File: src/rtl/kernel_jacobi_2d_addr_divmod.sv
// Purpose : sequential unsigned divide/modulo that splits a flat jacobi-2d index into row (quotient) and column (remainder).
// Latency : DIVIDEND_WIDTH cycles from acceptance to out_valid (1 cycle for divide-by-zero); one operation in flight.
// Backpr. : in_ready only in IDLE; the result is held on quotient/remainder/err with out_valid until out_ready.
//
// Ports:
//    ap_clk, ap_rst_n        clock, synchronous active-low reset
//    in_valid/in_ready       operation handshake carrying dividend and divisor
//    out_valid/out_ready     result handshake carrying quotient, remainder, err
//    err                     divide-by-zero or quotient wider than QUOT_WIDTH (quotient saturated)
module kernel_jacobi_2d_addr_divmod #(
   parameter int DIVIDEND_WIDTH = 20,
   parameter int DIVISOR_WIDTH  = 11,
   parameter int QUOT_WIDTH     = 10
) (
   input  logic                      ap_clk,
   input  logic                      ap_rst_n,
   input  logic                      in_valid,
   output logic                      in_ready,
   input  logic [DIVIDEND_WIDTH-1:0] dividend,
   input  logic [DIVISOR_WIDTH-1:0]  divisor,
   output logic                      out_valid,
   input  logic                      out_ready,
   output logic [QUOT_WIDTH-1:0]     quotient,
   output logic [DIVISOR_WIDTH-1:0]  remainder,
   output logic                      err
);

   localparam int CNT_W = $clog2(DIVIDEND_WIDTH + 1);

   typedef enum logic [1:0] {
      IDLE = 2'd0,
      CALC = 2'd1,
      DONE = 2'd2
   } state_t;

   state_t                    state;
   logic [DIVIDEND_WIDTH-1:0] dvd_sh;     // dividend, consumed MSB first by shifting left
   logic [DIVISOR_WIDTH-1:0]  dsr;
   logic [DIVISOR_WIDTH:0]    prem;       // partial remainder
   logic [DIVIDEND_WIDTH-1:0] quo_full;   // untruncated quotient
   logic [CNT_W-1:0]          cnt;
   logic                      dz;         // registered divisor was zero

   logic [DIVISOR_WIDTH:0]    prem_sh;
   logic [DIVISOR_WIDTH:0]    prem_nxt;
   logic                      ge;
   logic [DIVIDEND_WIDTH-1:0] quo_nxt;
   logic                      ovf;

   // One restoring step: shift the next dividend bit into the partial
   // remainder, subtract the divisor when it fits. The partial remainder is
   // always below the divisor, so its top bit is zero before the shift and
   // nothing is lost by shifting.
   always_comb begin
      prem_sh  = (prem << 1) | {{DIVISOR_WIDTH{1'b0}}, dvd_sh[DIVIDEND_WIDTH-1]};
      ge       = (prem_sh >= {1'b0, dsr});
      prem_nxt = ge ? (prem_sh - {1'b0, dsr}) : prem_sh;
      quo_nxt  = (quo_full << 1) | {{(DIVIDEND_WIDTH-1){1'b0}}, ge};
      ovf      = |quo_nxt[DIVIDEND_WIDTH-1:QUOT_WIDTH];
   end

   always_ff @(posedge ap_clk) begin
      if (!ap_rst_n) begin
         state     <= IDLE;
         in_ready  <= 1'b1;
         out_valid <= 1'b0;
         quotient  <= '0;
         remainder <= '0;
         err       <= 1'b0;
         dvd_sh    <= '0;
         dsr       <= '0;
         prem      <= '0;
         quo_full  <= '0;
         cnt       <= '0;
         dz        <= 1'b0;
      end else begin
         case (state)
            IDLE: begin
               if (in_valid && in_ready) begin
                  dvd_sh   <= dividend;
                  dsr      <= divisor;
                  dz       <= (divisor == '0);
                  prem     <= '0;
                  quo_full <= '0;
                  cnt      <= '0;
                  in_ready <= 1'b0;
                  state    <= CALC;
               end
            end

            CALC: begin
               if (dz) begin
                  // Divide-by-zero skips the iterations; it still spends one
                  // cycle here so its result appears one cycle after acceptance.
                  quotient  <= '1;
                  remainder <= '1;
                  err       <= 1'b1;
                  out_valid <= 1'b1;
                  state     <= DONE;
               end else begin
                  prem     <= prem_nxt;
                  quo_full <= quo_nxt;
                  dvd_sh   <= dvd_sh << 1;
                  cnt      <= cnt + 1'b1;
                  if (cnt == CNT_W'(DIVIDEND_WIDTH - 1)) begin
                     // Last bit: publish directly from the next-state values.
                     quotient  <= ovf ? '1 : quo_nxt[QUOT_WIDTH-1:0];
                     remainder <= prem_nxt[DIVISOR_WIDTH-1:0];
                     err       <= ovf;
                     out_valid <= 1'b1;
                     state     <= DONE;
                  end
               end
            end

            DONE: begin
               if (out_ready) begin
                  out_valid <= 1'b0;
                  in_ready  <= 1'b1;
                  state     <= IDLE;
               end
            end

            default: begin
               out_valid <= 1'b0;
               in_ready  <= 1'b1;
               state     <= IDLE;
            end
         endcase
      end
   end

endmodule
File: config.mk
export PLATFORM = sky130hd
export DESIGN_NAME = kernel_jacobi_2d_addr_divmod
export DESIGN_NICKNAME = d
export VERILOG_FILES = /design/src/rtl/kernel_jacobi_2d_addr_divmod.sv
export SDC_FILE = /design/constraint.sdc
export NUM_CORES = 1
export LEC_CHECK = 0
export ABC_CLOCK_PERIOD_IN_PS = 3200
export BUFFER_PORTS_ARGS = -buffer_cell sky130_fd_sc_hd__buf_4
export CAP_MARGIN = 10
export CORE_ASPECT_RATIO = 1.5
export CORE_UTILIZATION = 57
export CTS_BUF_LIST = sky130_fd_sc_hd__clkbuf_16
export CTS_CLUSTER_DIAMETER = 30
export CTS_CLUSTER_SIZE = 8
export DETAILED_ROUTE_END_ITERATION = 16
export PLACE_DENSITY = 0.79
export SKIP_CTS_REPAIR_TIMING = 1
export SLEW_MARGIN = 20
export SYNTH_ARGS = -nofsm -noshare
export SYNTH_HDL_FRONTEND = slang
export SYNTH_SLANG_ARGS = --single-unit
export TNS_END_PERCENT = 5
File: constraint.sdc
create_clock -name ap_clk -period 3.2 [get_ports ap_clk]
set_input_delay 0.48 -clock ap_clk [delete_from_list [all_inputs] [get_ports ap_clk]]
set_output_delay 0.48 -clock ap_clk [all_outputs]
set_load 0.05 [all_outputs]
==> impl_metrics.yaml, run 1 <==
yosys:
  synth_compound_area_share_pct: 23.8
  ys_seq_area_share_pct: 43.3
  synth_simple_gate_area_share_pct: 16.0
  synth_fp_nets: 499
  ys_ff_latch: 93
  netlist_area_sq_um: 4300
  yosysWarnings: 0
  synth.avg_cell_area_sq_um: 9.53
  muxShareOfSynthArea_pct: 6.58
  synthAdderAreaFrac_pct: 3.96
  synth_top_family_by_area: "compound AO/OA/AOI/OAI gates"
  synthCells: 451
  ys_types: 53
  synthFlopType: "dfxtp_1"
  synthXorXnorAreaFrac_pct: 1.83
  synth_edf_count: 0
  synthArstFlopShare_pct: 0
clocking:
  cts.sinks: 93
  cts.path.max_buffers: 2
  path_clk_slew_ps: 60
  cts_buffers: 9
  cts_tree: "yes"
  root_buffer: "clkbuf_16"
  htree_levels: 3
  clk_latency_ps: 330
worst_setup_path:
  crit_required_ps: 3470
  critPathTopFamily: "compound AO/OA/AOI/OAI gates"
  worstRegToRegCells: 9
  critPathSlowestCell: "a21oi_4"
  endpoint_kind: "flop"
  crit_chain: "inv_1 -> ha_1 -> fa_1 -> nand2b_1 -> a21oi_2 -> o21ai_1 -> a21oi_4 -> mux2_2 -> a21oi_1"
  arrival_ps: 2900
  cpPeakStageDelay_ps: 470
  critPathKind: "flop to flop"
  reg2reg_slack_ps: 560
  path_buf_inv: 1
  startpoint_type: "flop"
  crit_fanout: 14
  r2r-end: "remainder[0]"
  worstReg2RegStart: "dvd_sh[19]"
  cp-startpoint: "dvd_sh[19]"
place:
  place_inst: 584
  port_buffers: 58
  place_hpwl_mm: 6.22
  place_congestion: 0.930
timing:
  fin_crit_sh_pct: 82.4
  finalSetupTns_ps: 0
  hold_viol: 0
  finalCriticalPeriod_ps: 2640
  fmax_mhz: 379
  setup_violations: 0
  worst_slew_pin_slew_ps: 928
  rsz0062_at_grt: "false"
  fin_skew_ps: 4.41
  slew_headroom_pct: 37.9
  finalMaxSlewViolations: 0
final_layout:
  utilization_pct: 68.7
  final_nets: 543
  n_antenna_cell: 0
  syn_to_final_growth_pct: 16.2
  drive_gt1_share_pct: 18.4
  nFillCells: 604
  fin_cells: 599
pwr:
  swShare_pct: 31.0
  power_frac_seq_pct: 42.0
  combPwrFrac_pct: 27.8
  p_leak_uw: 0.00221
  p_per_area_nw_per_um2: 608
  max-vdd-ir-drop_uv: 392
  p_int_uw: 2090
  p_switching_uw: 942
  clockPowerShare_pct: 30.2
drt:
  m1WireLength_mm: 3.69
  highest_layer: "met4"
  met2WireLength_mm: 4.73
  vias: 3434
  drc: 0
  route.met3.wl_microns: 356
  wirelength_mm: 8.99
  ant_nets: 0
  dr.first_iter.drc_count: 210
  viasPerCell: 5.73
  firstDrtPassIters: 4
  wl_per_cell_microns: 15.0
die:
  dieHeight_microns: 108
  die_x_microns: 72.9
  row_count: 38
  coreArea_sq_um: 7270
  pin_count: 59
  die-area_sq_um: 7900
  initial_core_util_pct: 59.1
grt:
  grt_usage_pct: 25.0
  grt_pass1_vias: 3322
  grt_max_degree: 85
  gr-total-overflow: 0
  grt_pass1_wl_mm: 15.2
  antenna_found_initial: 0
flow_run:
  drv_cap: 0
min_path:
  hold_class: "input port to flop"
  worstHoldStart: "divisor[9]"
  worstHoldPathCells: 3
  hold_path_end: "dsr[9]"
status:
  status: "finished, final reports clean"
[synth_stat cells (3+ instances only)]
cell type | count | area share (%)
nor2_1 | 12 | 1.0
a32oi_1 | 3 | 0.61
nand2_1 | 55 | 4.8
xor2_1 | 5 | 1.0
buf_2 | 11 | 1.3
a21o_1 | 5 | 0.87
a22oi_1 | 21 | 3.7
inv_1 | 13 | 1.1
o221a_1 | 4 | 1.0
a21oi_1 | 20 | 2.3
and2_1 | 3 | 0.44
o221a_2 | 6 | 1.6
clkbuf_1 | 14 | 1.2
nor3_1 | 7 | 0.81
and4_1 | 3 | 0.61
ha_1 | 12 | 3.5
a211oi_1 | 3 | 0.52
nor4_1 | 7 | 1.0
mux2i_1 | 26 | 6.1
o21ai_1 | 7 | 0.81
dfxtp_1 | 93 | 43
a21boi_0 | 11 | 1.9
o21ai_0 | 21 | 2.4
xnor2_1 | 4 | 0.81
nor2b_1 | 25 | 3.6
o21a_1 | 4 | 0.70
o211a_1 | 20 | 4.7
nand4_1 | 4 | 0.58
[power by group through the flow]
stage	clock, uW	combinational, uW	sequential [uW]
3_5_place_dp	0	835	1300
4_1_cts	937	842	1280
5_1_grt	992	923	1280
2_1_floorplan	0	694	1290
3_3_place_gp	0	819	1300
6_report	916	845	1280
[routing by layer]
metal / global-route usage [%] / up-vias
li1: - / 1727
met1: 29.9 / 1613
met2: 42.3 / 77
met3: 5.96 / 17
met4: 10.8 / 0
met5: 0 / -
[layout by cell type, fill, tap and decap left out, drive strengths merged, types with 14 or more instances in the layout]
cell	n
dfxtp	93
a22oi	21
buf	62
mux2i	26
o211a	20
nor2	14
o21ai	30
inv	16
a21oi	22
nand2	55
nor2b	25
[cells by family after synthesis]
logic type	count (synthesis)
AO/OA/AOI/OAI	137
XOR/XNOR	9
adder cells (fa/ha/maj)	13
flip-flops	93
multiplexers	28
AND/OR/NAND/NOR	129
buffers and inverters	42
[worst max-delay path by stage]
stage                     slack, ps  cells past startpoint       endpoint
after CTS                       560                      9   remainder[1]
after floorplan                 980                     10  remainder[10]
final                           560                      9   remainder[0]
after global placement          660                      9   remainder[0]
after global routing            370                      9   remainder[0]
after detailed placement        610                      9   remainder[1]
[sequential cells by signal (all words and copies together), names as in the netlist]
signal     count
dvd_sh        20
quo_full      19
dsr           11
prem          11
remainder     11
quotient      10
cnt            5
state          2
dz             1
err            1
in_ready       1
out_valid      1
[cell type report]
type	instances	area (sq um)	share of cell area, %
multi-input cells	316	2240	44.9
flip-flops and latches	93	1860	37.3
repair buffers	62	465	9.32
clock buffers	9	225	4.51
well taps	100	125	2.51
inverters	13	48.8	0.977
clock inverters	6	25.0	0.501
[worst register-to-register path: cells and delay by family, from the launching register on]
kind	cells	cell delay [ps]
buf+inv	1	50
mux	1	410
flops	1	320
compound gates	4	970
simple gates	1	190
fa+ha+maj	2	630
[through the flow]
stage                     area [sq um]  total power (uW)  hold WS [ps]  setup WS (ps)
after floorplan                   4300              1980           443            983
after global placement            4740              2120           456            660
after detailed placement          4740              2140           460            615
after CTS                         4990              3050           402            560
after global routing              4990              3200           411            372
final                             4990              3040           409            562
No activity file was read; power rests on OpenSTA's default activity.
==> run 2, diff against run 1 <==
- ABC_CLOCK_PERIOD_IN_PS: 3200 -> 2400
- CORE_UTILIZATION: 57 -> 52
- PLACE_DENSITY: 0.79 -> 0.76
- clock period: 3.2 -> 2.4 ns (I/O delays scaled with it)
==> impl_metrics.yaml, run 2 (synthesized netlist as in run 1, its figures left out) <==
worst_setup_path:
  critPathKind: "flop to flop"
  worstRegToRegCells: 11
  arrival_ps: 2540
  critPathTopFamily: "adder cells"
  crit_fanout: 6
  startpoint_type: "flop"
  cp-startpoint: "dvd_sh[19]"
  r2r-end: "prem[2]"
  endpoint_kind: "flop"
  cpPeakStageDelay_ps: 370
  crit_chain: "inv_1 -> ha_1 -> fa_2 -> nand2b_4 -> a21oi_2 -> o21ai_2 -> a21oi_4 -> buf_12 -> buf_6 -> mux2i_2 -> o21ai_1"
  reg2reg_slack_ps: 90
  path_buf_inv: 3
  crit_required_ps: 2620
  worstReg2RegStart: "dvd_sh[19]"
  critPathSlowestCell: "fa_2"
place:
  port_buffers: 58
  place_inst: 598
  place_hpwl_mm: 6.78
  place_congestion: 0.888
final_layout:
  layout_commonest_cell: "dfxtp_1"
  n_antenna_cell: 0
  final_cell_mix: "93 x dfxtp_1, 69 x buf_4, 55 x nand2_1, 25 x nor2b_1"
  top_register: "dvd_sh"
  syn_to_final_growth_pct: 21.9
  utilization_pct: 65.4
  fin_cells: 617
  reg.largest.list: "dvd_sh x20, quo_full x19"
  largest_reg_flops: 20
  drive_gt1_share_pct: 22.7
  final_nets: 555
pwr:
  p_int_uw: 3280
  p_switching_uw: 1470
  combPwrFrac_pct: 34.6
  power_frac_seq_pct: 36.0
  p_per_area_nw_per_um2: 906
  clockPowerShare_pct: 29.4
  max-vdd-ir-drop_uv: 505
  swShare_pct: 30.9
  p_leak_uw: 0.00230
drt:
  wl_per_cell_microns: 16.1
  dr.first_iter.drc_count: 211
  wirelength_mm: 9.92
  viasPerCell: 5.76
  drc: 0
  ant_nets: 0
  firstDrtPassIters: 5
  vias: 3555
clocking:
  root_buffer: "clkbuf_16"
  htree_levels: 3
  cts_tree: "yes"
  clk_latency_ps: 340
  cts.path.max_buffers: 2
  path_clk_slew_ps: 70
  cts_buffers: 9
  cts.sinks: 93
die:
  die-area_sq_um: 8640
  die_x_microns: 76.2
  row_count: 40
  dieHeight_microns: 113
  pin_count: 59
  coreArea_sq_um: 8010
  initial_core_util_pct: 53.7
min_path:
  worstHoldStart: "divisor[2]"
  hold_path_end: "dsr[2]"
  hold_class: "input port to flop"
  worstHoldPathCells: 3
grt:
  grt_pass1_wl_mm: 16.4
  gr-total-overflow: 0
  grt_usage_pct: 23.9
  grt_max_degree: 50
  antenna_found_initial: 0
  grt_pass1_vias: 3613
flow_run:
  drv_cap: 0
timing:
  hold_viol: 0
  setup_violations: 0
  finalSetupTns_ps: 0
  rsz0062_at_grt: "false"
  slew_headroom_pct: 59.8
  whs_ps: 284
  fmax_mhz: 433
  worst_slew_pin_slew_ps: 601
  fin_skew_ps: 6.93
  finalMaxSlewViolations: 0
  fin_crit_sh_pct: 96.3
  finalCriticalPeriod_ps: 2310
status:
  status: "finished, final reports clean"
run 2: layer usage:
layer / track usage [%] / vias to the layer above / part of all wire (%)
li1: - / 1740 / -
met1: 26.2 / 1712 / 41
met2: 43.0 / 84 / 53
met3: 3.23 / 19 / 3.4
met4: 15.6 / 0 / 3.0
met5: 0 / - / 0
run 2: area by class of cell:
class	count	area (sq um)
inverters	13	48.8
clock buffers	9	225
fillers	648	2770
repair buffers	74	606
well taps	105	131
clock inverters	7	67.6
flip-flops and latches	93	1860
multi-input cells	316	2300
run 2: power by group through the flow:
stage | combinational [uW] | clock, uW | sequential (uW)
finish | 1650 | 1400 | 1710
global route | 1750 | 1490 | 1720
CTS | 1250 | 1420 | 1700
detailed placement | 1240 | 0 | 1740
global placement | 1210 | 0 | 1730
floorplan | 925 | 0 | 1720
run 2: worst max path at each step:
stage / to / depth (start not counted)
2_1_floorplan: remainder[10] / 10
3_3_place_gp: prem[3] / 10
3_5_place_dp: prem[4] / 10
4_1_cts: prem[4] / 10
5_1_grt: prem[10] / 10
6_report: prem[2] / 11
run 2: worst register-to-register path: cells and delay by family (launching register included):
family | cells | cell delay [ps]
multiplexers | 1 | 250
adder cells (fa/ha/maj) | 2 | 590
buffers and inverters | 3 | 310
flip-flops | 1 | 330
AO/OA/AOI/OAI | 4 | 570
AND/OR/NAND/NOR | 1 | 160
run 2: through the flow:
step                power, uW  setup WS, ps  instance area, sq um
finish                   4750          87.9                  5240
floorplan                2650           183                  4300
global placement         2940           113                  4830
CTS                      4370          7.06                  5120
global route             4960          5.06                  5240
detailed placement       2980        -0.953                  4830
==> run 3, diff against run 2 <==
- BUFFER_PORTS_ARGS: -buffer_cell sky130_fd_sc_hd__buf_4 -> default
- CORE_UTILIZATION: 52 -> 57
- DONT_BUFFER_PORTS: default -> 1
- PLACE_DENSITY: 0.76 -> 0.75
==> impl_metrics.yaml, run 3 (synthesized netlist as in run 1, its figures left out) <==
drt:
  vias: 3315
  wl_per_cell_microns: 17.1
  wirelength_mm: 9.39
  dr.first_iter.drc_count: 241
  drc: 0
  firstDrtPassIters: 5
  ant_nets: 0
  viasPerCell: 6.03
clocking:
  path_clk_slew_ps: 60
  clk_latency_ps: 340
  root_buffer: "clkbuf_16"
  cts.sinks: 93
  cts.path.max_buffers: 2
  cts_buffers: 9
  htree_levels: 3
  cts_tree: "yes"
grt:
  use_met2_pct: 43.3
  gr-total-overflow: 0
  met3_usage_pct: 6.71
  antenna_found_initial: 0
  grt_usage_pct: 25.5
  grtUsageMet1_pct: 29.7
  grt_pass1_wl_mm: 15.5
  grt.busiest_layer: "met2"
  grt_max_degree: 85
  grt_pass1_vias: 3283
timing:
  finalMaxSlewViolations: 0
  fin_crit_sh_pct: 96.8
  hold_viol: 0
  slew_headroom_pct: 39.1
  finalCriticalPeriod_ps: 2320
  fmax_mhz: 431
  setup_violations: 0
  whs_ps: 158
  fin_skew_ps: 6.86
  finalSetupTns_ps: 0
  worst_slew_pin_slew_ps: 910
worst_setup_path:
  arrival_ps: 2540
  crit_required_ps: 2620
  endpoint_kind: "flop"
  worstRegToRegCells: 10
  reg2reg_slack_ps: 80
  cp-startpoint: "dvd_sh[19]"
  critPathKind: "flop to flop"
  worstReg2RegStart: "dvd_sh[19]"
  startpoint_type: "flop"
  crit_fanout: 4
pwr:
  power_uw: 4280
  p_leak_uw: 0.00196
  p_per_area_nw_per_um2: 912
  max-vdd-ir-drop_uv: 707
flow_run:
  drv_cap: 0
final_layout:
  top_register: "dvd_sh"
  reg.largest.list: "dvd_sh x20, quo_full x19"
  utilization_pct: 64.4
  final_nets: 493
  drive_gt1_share_pct: 11.6
  layout_commonest_cell: "dfxtp_1"
  final_cell_mix: "93 x dfxtp_1, 55 x nand2_1, 25 x nor2b_1, 22 x mux2i_1"
  largest_reg_flops: 20
  n_antenna_cell: 0
  syn_to_final_growth_pct: 9.02
die:
  row_count: 38
  pin_count: 59
  initial_core_util_pct: 59.1
  die-area_sq_um: 7900
  coreArea_sq_um: 7270
  die_x_microns: 72.9
  dieHeight_microns: 108
place:
  port_buffers: 0
  place_hpwl_mm: 6.33
  place_congestion: 0.876
min_path:
  worstHoldPathCells: 2
  worstHoldStart: "ap_rst_n"
  hold_class: "input port to flop"
status:
  status: "finished, final reports clean"
==> run 3: cell count changes in the layout (fill, tap and decap cells not counted), moves of 2 or more <==
cell and delta:
clkinv_2 +2, inv_6 +2, buf_4 -59, buf_12 -2, clkinv_4 -2
==> run 3: metrics by stage <==
step	instances	setup slack, ps	area, sq um
6_report	550	77.6	4690
4_1_cts	549	34.1	4630
2_1_floorplan	451	183	4300
3_3_place_gp	533	155	4360
5_1_grt	550	-5.94	4690
3_5_place_dp	533	46.2	4360
==> run 3: power breakdown <==
part / internal (uW) / switching, uW / total, uW
clock: 697 / 599 / 1300
combinational: 588 / 689 / 1280
sequential: 1630 / 68.9 / 1700
total: 2920 / 1360 / 4280
==> run 3: worst paths after layout <==
path / endpoint
setup reg to reg: prem[3]
hold reg to reg: dsr[6]
hold / removal: remainder[3]
setup / recovery: prem[3]
==> run 3: layer usage <==
layer,routed length [microns],share of wire [%]
met3,513,5.5
met4,198,2.1
met1,3810,41
met2,4870,52
met5,0,0
==> run 3: final cells by class <==
cell class | count | area [sq um]
fill | 599 | 2590
inverter | 13 | 48.8
sequential | 93 | 1860
clock inverter | 7 | 40.0
clock buffer | 9 | 225
timing repair buffer | 12 | 97.6
tap | 100 | 125
multi-input combinational | 316 | 2290
==> run 3: worst max-delay path, cell delays in order (launching register included) <==
cell and delay, ps:
dfxtp_1 340, inv_1 60, ha_1 220, fa_2 360, nand2b_4 170, a21oi_4 170
o21ai_2 100, a21oi_4 250, buf_6 180, mux2i_2 240, o21ai_0 110
